`src/rtl/nand_input_debounce.sv`:
```
// Purpose: synchronise and debounce raw button/switch levels that feed the NAND gate operands.
// Latency: a stable input change reaches dout DEBOUNCE_CYCLES+1 edges after it is first captured.
// Backpressure: none; free-running conditioner, ena=0 freezes the debounce state and mutes pulses.
//
// Ports:
//   clk    - system clock, all state updates on the rising edge
//   rst_n  - synchronous active-low reset, clears every flop regardless of ena
//   ena    - 1 = debounce runs, 0 = counters and dout hold (synchroniser keeps running)
//   din    - raw asynchronous inputs, one bit per channel (0 = A, 1 = B)
//   dout   - debounced levels driving the NAND operands
//   rise   - one-cycle pulse coincident with the first cycle of a 0->1 dout change
//   fall   - one-cycle pulse coincident with the first cycle of a 1->0 dout change
//   busy   - high while any channel counter is non-zero (a change is being qualified)
module nand_input_debounce #(
   parameter int WIDTH           = 2,
   parameter int DEBOUNCE_CYCLES = 1000,
   parameter int CNT_W           = 16
) (
   input  logic             clk,
   input  logic             rst_n,
   input  logic             ena,
   input  logic [WIDTH-1:0] din,
   output logic [WIDTH-1:0] dout,
   output logic [WIDTH-1:0] rise,
   output logic [WIDTH-1:0] fall,
   output logic             busy
);

   // Counter value on which the disagreement is accepted; counting never goes past it.
   localparam logic [CNT_W-1:0] TERM = CNT_W'(DEBOUNCE_CYCLES - 1);

   logic [WIDTH-1:0] s1;
   logic [WIDTH-1:0] s2;
   logic [CNT_W-1:0] cnt [WIDTH];

   always_ff @(posedge clk) begin
      if (!rst_n) begin
         s1   <= '0;
         s2   <= '0;
         dout <= '0;
         rise <= '0;
         fall <= '0;
         for (int i = 0; i < WIDTH; i++) begin
            cnt[i] <= '0;
         end
      end else begin
         // Two-flop synchroniser runs even while frozen so no stale level is
         // held in the sync chain when ena comes back.
         s1   <= din;
         s2   <= s1;
         // Pulses are single-cycle by default; only a terminal count sets them.
         rise <= '0;
         fall <= '0;
         if (ena) begin
            for (int i = 0; i < WIDTH; i++) begin
               if (s2[i] == dout[i]) begin
                  // Agreement (or a glitch that settled back) restarts qualification.
                  cnt[i] <= '0;
               end else if (cnt[i] >= TERM) begin
                  dout[i] <= s2[i];
                  rise[i] <= s2[i];
                  fall[i] <= ~s2[i];
                  cnt[i]  <= '0;
               end else begin
                  cnt[i] <= cnt[i] + CNT_W'(1);
               end
            end
         end
      end
   end

   always_comb begin
      busy = 1'b0;
      for (int i = 0; i < WIDTH; i++) begin
         if (cnt[i] != '0) begin
            busy = 1'b1;
         end
      end
   end

endmodule

```
`config.mk`:
```
export PLATFORM = sky130hd
export DESIGN_NAME = nand_input_debounce
export DESIGN_NICKNAME = d
export VERILOG_FILES = /design/src/rtl/nand_input_debounce.sv
export SDC_FILE = /design/constraint.sdc
export NUM_CORES = 1
export LEC_CHECK = 0
export BUFFER_PORTS_ARGS = -buffer_cell sky130_fd_sc_hd__buf_2
export CORE_AREA = 2 2 107 78
export DETAILED_ROUTE_END_ITERATION = 8
export DIE_AREA = 0 0 109 80
export GPL_TIMING_DRIVEN = 0
export PLACE_DENSITY = 0.44
export SLEW_MARGIN = 15
export SYNTH_ARGS = -nofsm -noshare
export SYNTH_HDL_FRONTEND = slang
export SYNTH_SLANG_ARGS = --single-unit
```
`constraint.sdc`:
```
create_clock -name clk -period 2.2 [get_ports clk]
set_input_delay 0.66 -clock clk [delete_from_list [all_inputs] [get_ports clk]]
set_output_delay 0.66 -clock clk [all_outputs]
set_load 0.005 [all_outputs]
```
# Word level (Yosys, flattened, before mapping)
# Memory sizes are Yosys's and may differ from the RTL's.
# Cells that the tools add are included.
# W data, S select, Z words.
dict set report word_totals {
  mem_count 1
  out_inout_bits 7
  input_bits 5
  mem_bits_rw 32
  elab_cells 72
  register_bits 10
}
# memory depth width rd rd_clocked_by_memory_dff wr line_no
set memory_table {}
lappend memory_table {cnt 2 16 2 0 2 34} ;# logic [CNT_W-1:0] cnt [WIDTH];
dict set report classes {
  n_mux 37
  eq_ne 2
  magnitude_cmp 2
  n_addsub 2
  n_bitwise 14
  n_reduce_logical 6
}
# operator count
set op_table {}
lappend op_table {{$mux W16} 6}
lappend op_table {{$add A16 B1 Y16 const B} 2}
lappend op_table {{$ge A16 B10 Y1 const B} 2}
lappend op_table {{$reduce_bool A16 Y1} 2}
lappend op_table {{$mux W1} 31}
lappend op_table {{$not A1 Y1} 8}
lappend op_table {{$reduce_or A4 Y1} 2}
lappend op_table {{$or A1 B1 Y1} 6}
lappend op_table {{$reduce_and A3 Y1} 2}
lappend op_table {{$eq A1 B1 Y1} 2}

# Longest topological paths before layout
# Gate-level depths: netlist of run 1.
dict set report depth {
  word_depth 8
  depth_mapped 6
  ltp_nobuf 5
}

# Worst setup path after synthesis of run 1
# Ideal clock, no wire load.
dict set report synth_path {
  kind {reg2out}
  start {memory cnt[1][4]}
  end {output busy}
  path_buffers 1
  arrival_time_ps 1462
  required_ps 1540
  slack_ps 78
  stages_incl_launch_ff 5
  path_cell_list {edfxtp_1 > buf_6 > or4_2 > nor4_1 > nand3_1}
}
# element line_no
set synth_rtl {}
lappend synth_rtl {{start: declaration} 34}
lappend synth_rtl {{end: declaration} 26} ;# output logic busy

==> impl_results.md, run 1 <==
- Clk pwr share: 0.370
- Net Sw Frac: 0.228
- Avg Cell Area, Syn: 12.2 um^2
- Slew headroom: 0.471
- Slew of the pin with the lowest slew margin: 793 ps
- Drt wl/cell: 11.6 um
- # DRC: 0
- #FFs+latches synth: 42
- Sequential-to-total area share from yosys stat: 0.619
- Synthesized cell area: 1870 um^2
- Cell taking the most area after synthesis: edfxtp_1
- Port bufs: 11
- Grt total ovfl: 0
- Setup violators final: 1
- Hpwl dp: 2320 um
- Top-count cell post-synth: edfxtp_1
- Routed Antenna Nets: 0
- TritonCTS clock tree: built
- Number of enable flip-flop cells after synthesis: 32
- Vias in the first global route: 1124
- All-Layer GR Usage: 0.0883
- Final hold vios: 0
- Clock Path Buffers: 2
- Worst slack at placement: -140 ps
- Maximum resistive drop on vdd: 0.227 mV
- Fin util: 0.295
- Most frequent cells after synthesis: edfxtp_1, nor2_1, dfxtp_1, nand2_1, xnor2_1
- Critical path type: reg -> out
- Endpoint class of the critical path: output port
- CP Data Arrival Time: 1720 ps
- Highest Clock Rate: 421 MHz
- Post-synth ARST share: 0
- DR vias: 1143
- Cells after synthesis: 154
- Hold Crit Class: reg -> reg
- Iter 0 DRT Violations: 31
- Core Area: 7670 um^2
- Gpl congestion: 0.699
- P&R area growth vs syn: 20.7%
- First-pass GRT wire length: 5760 um
- YS warnings: 0
- IO Pins: 12
- Total clock sinks: 42
- WP data required: 1540 ps
- Fin worst setup slack: -176 ps
- Largest net degree at the start of global routing: 17
- Die X: 109 um
- Final Skew: 13.6 ps
- Share of layout cells above drive strength 1: 0.182
- Max-cap viol count: 0
- Period utilization: 1.08
- Clk_lat worst skew: 300 ps
- Initial core utilization: 0.244
- Final Max Slew Viols: 0
- Pre-Repair DR Iteration Count: 4
- RSZ-0062 raised after global routing: yes
- Pwr Density: 701 nW/um^2
- Comb pwr share: 0.047
- Seq pwr share: 0.583
- Layout net count: 195
- Fillers: 771
- Clock root buffer: clkbuf_8
- N_diodes: 0
- Synth Flop Type: edfxtp_1
- Run status: complete, but fails checks
- H-Tree Depth: 2
- Vias per Instance: 3.97
- P_sw: 362 uW
- Int Pwr: 1220 uW
- Pleak: 0.000845 uW
- Total Wirelength: 3350 um
- Crit Path Max Fanout: 2
- Failing checks: setup timing
- Standard-cell rows: 27
- Shortest period the worst path allows: 2380 ps
- CTS clk-pin slew, worst paths: 80 ps
- Die Ht: 80 um
- CTS buffer count: 5
- Synth unique cells: 32
- Initial antenna violation count: 0
- Synth top area share: 0.513
- Die area: 8720 um^2
- Ranking of synthesized cells by area: edfxtp_1, dfxtp_1, nor2_1
- CP startpoint kind: register
==> worst max-delay path, stage by stage, from the launching register on <==
cell and delay, ps:
edfxtp_1 380, buf_6 130, or4_4 510, nor4_4 140, nand3_1 110, buf_2 150
==> area by class of cell <==
type / instances / area [um^2] / area share
sequential: 42 / 1160 / 0.513
multi-input combinational: 115 / 744 / 0.329
tap: 101 / 126 / 0.0559
clock buffer: 6 / 93.8 / 0.0415
timing repair buffer: 14 / 77.6 / 0.0343
buffer: 3 / 26.3 / 0.0116
inverter: 5 / 18.8 / 0.00830
clock inverter: 2 / 13.8 / 0.00608
==> path summary, 6_finish.rpt <==
path,start,end,slack (ps),cells after the start
worst max-delay path,cnt[1][4],busy,-180,5
worst min-delay path,s1[1],s2[1],440,1
worst max register to register,cnt[1][0],cnt[1][3],130,6
worst min register to register,s1[1],s2[1],440,1
==> power by group through the flow <==
stage / Sequential (uW) / Clock, uW / Combinational (uW)
4_1_cts: 923 / 601 / 72.7
3_5_place_dp: 941 / 0 / 67.4
6_report: 925 / 588 / 73.8
5_1_grt: 932 / 642 / 85.8
2_1_floorplan: 932 / 0 / 49.6
3_3_place_gp: 941 / 0 / 67.5
==> state kept, by name, summed over array words and instances (netlist names) <==
| name | count |
|---|---|
| s1 | 2 |
| rise | 2 |
| fall | 2 |
| dout | 2 |
| s2 | 2 |
| cnt | 32 |
==> logic make-up after synthesis <==
logic type | synth area share
XOR/XNOR | 0.0748
flip-flops | 0.619
adder cells (fa/ha/maj) | 0.0267
multiplexers | 0.0107
AND/OR/NAND/NOR | 0.217
other | 0.00200
AO/OA/AOI/OAI | 0.0254
buffers and inverters | 0.0240
==> repair_timing <==
item / in CTS / in global routing
setup buffers: 3 / 0
hold buffers: 0 / 0
pin swaps: 3 / 2
endpoints found under the setup margin: 1 / 2
gates resized for setup: 3 / 3
==> metrics by stage <==
| stage | hold slack (ps) | power, uW | cells | cell area, um^2 | setup TNS, ps |
|---|---|---|---|---|---|
| 2_1_floorplan | 412 | 981 | 165 | 1920 | 0 |
| 3_3_place_gp | 419 | 1010 | 277 | 2100 | -133 |
| 3_5_place_dp | 419 | 1010 | 277 | 2100 | -140 |
| 4_1_cts | 439 | 1600 | 288 | 2240 | -198 |
| 5_1_grt | 465 | 1660 | 288 | 2260 | -270 |
| 6_report | 437 | 1590 | 288 | 2260 | -176 |
==> metal layers <==
layer / vias up / track usage / wire length, um
li1: 597 / - / -
met1: 528 / 0.135 / 1930
met2: 14 / 0.114 / 1300
met3: 4 / 0.0294 / 97
met4: 0 / 0.0269 / 25
met5: - / 0 / 0
==> cell usage in the layout (no fill, tap or decap), types with 2 or more instances in the layout <==
cell type / synthesis / routed
conb_1: 1 / 12
buf_2: 0 / 11
and2_1: 5 / 5
nand2b_1: 4 / 4
and3_1: 6 / 6
nand2_1: 9 / 9
and3_2: 2 / 2
dfxtp_1: 10 / 10
clkbuf_8: 0 / 5
xnor2_1: 9 / 9
nor3b_1: 3 / 2
inv_1: 5 / 5
a211o_1: 2 / 2
edfxtp_1: 32 / 32
mux2i_1: 2 / 2
nor4_1: 4 / 2
ha_1: 4 / 4
nor2_1: 21 / 21
or4_4: 1 / 2
nand3_1: 8 / 8
xor2_1: 7 / 7
and4_1: 2 / 2
a21oi_1: 2 / 2
nor3_1: 3 / 3
buf_4: 0 / 3
buf_6: 2 / 2
No activity file was read; power rests on OpenSTA's default activity.
==> run 2: changes to the inputs <==
--- a/config.mk
+++ b/config.mk
@@ -7,6 +7,7 @@
 export LEC_CHECK = 0
 export BUFFER_PORTS_ARGS = -buffer_cell sky130_fd_sc_hd__buf_2
 export CORE_AREA = 2 2 107 78
+export CTS_BUF_LIST = sky130_fd_sc_hd__clkbuf_4 sky130_fd_sc_hd__clkbuf_8
 export DETAILED_ROUTE_END_ITERATION = 8
 export DIE_AREA = 0 0 109 80
 export GPL_TIMING_DRIVEN = 0
==> run 2 against run 1 <==
  * The flow still finishes with violations (setup timing)
  * Sequential power is essentially flat
  * Clock skew shrank 4.0 ps
  * Fmax grew 0.19%
  * Hold slack is the same
  * Power grew 2.5%
  * Cell count is the same
==> impl_results.md, run 2 (same netlist as run 1, synthesis figures left out) <==
- Run status: complete, but fails checks
- Failing checks: setup timing
- Slowest-stage cell, CP: or4_4
- Largest net degree at the start of global routing: 17
- R2R cell count: 6
- Pwr Density: 717 nW/um^2
- Setup violators final: 1
- Final TNS setup: -171 ps
- Clk_lat worst skew: 300 ps
- CP endpoint: busy
- CP startpoint kind: register
- Die Ht: 80 um
- Final hold vios: 0
- Highest Clock Rate: 422 MHz
- Hpwl dp: 2320 um
- Port bufs: 11
- Slowest stage delay, CP: 510 ps
- Most frequent cells in the layout: edfxtp_1, nor2_1, conb_1, buf_2, dfxtp_1
- Initial core utilization: 0.244
- RSZ-0062 raised after global routing: yes
- # DRC: 0
- Worst slack at placement: -140 ps
- Total clock sinks: 42
- Vias in the first global route: 1126
- CTS buffer count: 5
- Pleak: 0.000847 uW
- FF-to-FF End: cnt[1][3]
- Routed Antenna Nets: 0
- Fin util: 0.296
- Clock Path Buffers: 2
- Hold Path Stages: 1
- WP data required: 1540 ps
- N_diodes: 0
- Gpl congestion: 0.699
- Core Area: 7670 um^2
- Iter 0 DRT Violations: 30
- Layout net count: 195
- Critical Path Source: cnt[1][4]
- IO Pins: 12
- Slew headroom: 0.472
- RR Startpoint: cnt[1][0]
- Initial antenna violation count: 0
- Die area: 8720 um^2
- CP Cell Sequence: buf_6, or4_4, nor4_4, nand3_1, buf_2
- Slew of the pin with the lowest slew margin: 792 ps
- Grt total ovfl: 0
- Fin worst setup slack: -171 ps
- Drt wl/cell: 11.6 um
- Endpoint class of the critical path: output port
- Max-cap viol count: 0
- Die X: 109 um
- R2R setup slack: 130 ps
- Design Power: 1630 uW
- P&R area growth vs syn: 21.0%
- Total Wirelength: 3330 um
- Final Max Slew Viols: 0
- Fillers: 770
- Final Skew: 9.60 ps
- Share of layout cells above drive strength 1: 0.182
- Maximum resistive drop on vdd: 0.227 mV
- Hold Crit Class: reg -> reg
- Standard-cell rows: 27
- TritonCTS clock tree: built
- Max reg flops: 32
- Clock root buffer: clkbuf_8
- CTS clk-pin slew, worst paths: 80 ps
- Most common cell after layout, fill and taps aside: edfxtp_1
- All-Layer GR Usage: 0.0883
- Critical path type: reg -> out
- Crit Path Max Fanout: 2
- H-Tree Depth: 2
- CP Data Arrival Time: 1710 ps
- Pre-Repair DR Iteration Count: 4
- Shortest period the worst path allows: 2370 ps
- Period utilization: 1.08
- Vias per Instance: 3.96
- DR vias: 1141
- Biggest register: cnt
- First-pass GRT wire length: 5760 um
## run 2: cell types whose count changed in the layout (fill, tap and decap cells not counted)
| cell | change |
|---|---|
| bufinv_16 | +1 |
| clkbuf_16 | -1 |
## run 2: final cells by class
cell class,count,area (um^2),share of cell area
Timing Repair Buffer,14,77.6,0.0342
Clock inverter,3,43.8,0.0193
Multi-Input combinational cell,115,744,0.328
Tap cell,101,126,0.0557
Inverter,5,18.8,0.00828
Sequential cell,42,1160,0.512
Clock buffer,5,68.8,0.0304
Buffer,3,26.3,0.0116
## run 2: power breakdown
group | total, uW | internal (uW) | switching (uW)
Sequential | 925 | 895 | 30.0
Combinational | 73.8 | 34.5 | 39.3
Clock | 627 | 340 | 287
Total | 1630 | 1270 | 356
## run 2: per-layer routing
metal,share of wire,up-vias,global-route usage
met5,0,-,0
met4,0.0075,0,0.0269
met3,0.029,4,0.0294
met2,0.39,14,0.114
met1,0.57,525,0.135
li1,-,598,-
## run 2: metrics by stage
step           cell area, um^2  cells  hold WS [ps]
2_1_floorplan             1920    165           412
3_3_place_gp              2100    277           419
3_5_place_dp              2100    277           419
4_1_cts                   2250    288           439
5_1_grt                   2270    288           465
6_report                  2270    288           437
## run 2: worst min-delay path by stage
| stage | startpoint | endpoint | slack, ps |
|---|---|---|---|
| finish | s1[1] | s2[1] | 440 |
| global route | s1[0] | s2[0] | 460 |
| CTS | s1[1] | s2[1] | 440 |
| detailed placement | s1[1] | s2[1] | 420 |
| global placement | s1[1] | s2[1] | 420 |
| floorplan | s1[0] | s2[0] | 410 |
## run 2: repair_timing
item                                    4_1_cts  5_1_grt
endpoints found under the setup margin        1        2
hold buffers                                  0        0
cloned                                        0        0
gates resized for setup                       3        3
setup buffers                                 3        0
pin swaps                                     3        2
## run 2: critical path: cells and delay by family, from the launching register on
| family | cells | cell delay, ps |
|---|---|---|
| simple gates | 3 | 760 |
| flops | 1 | 380 |
| buf+inv | 2 | 280 |
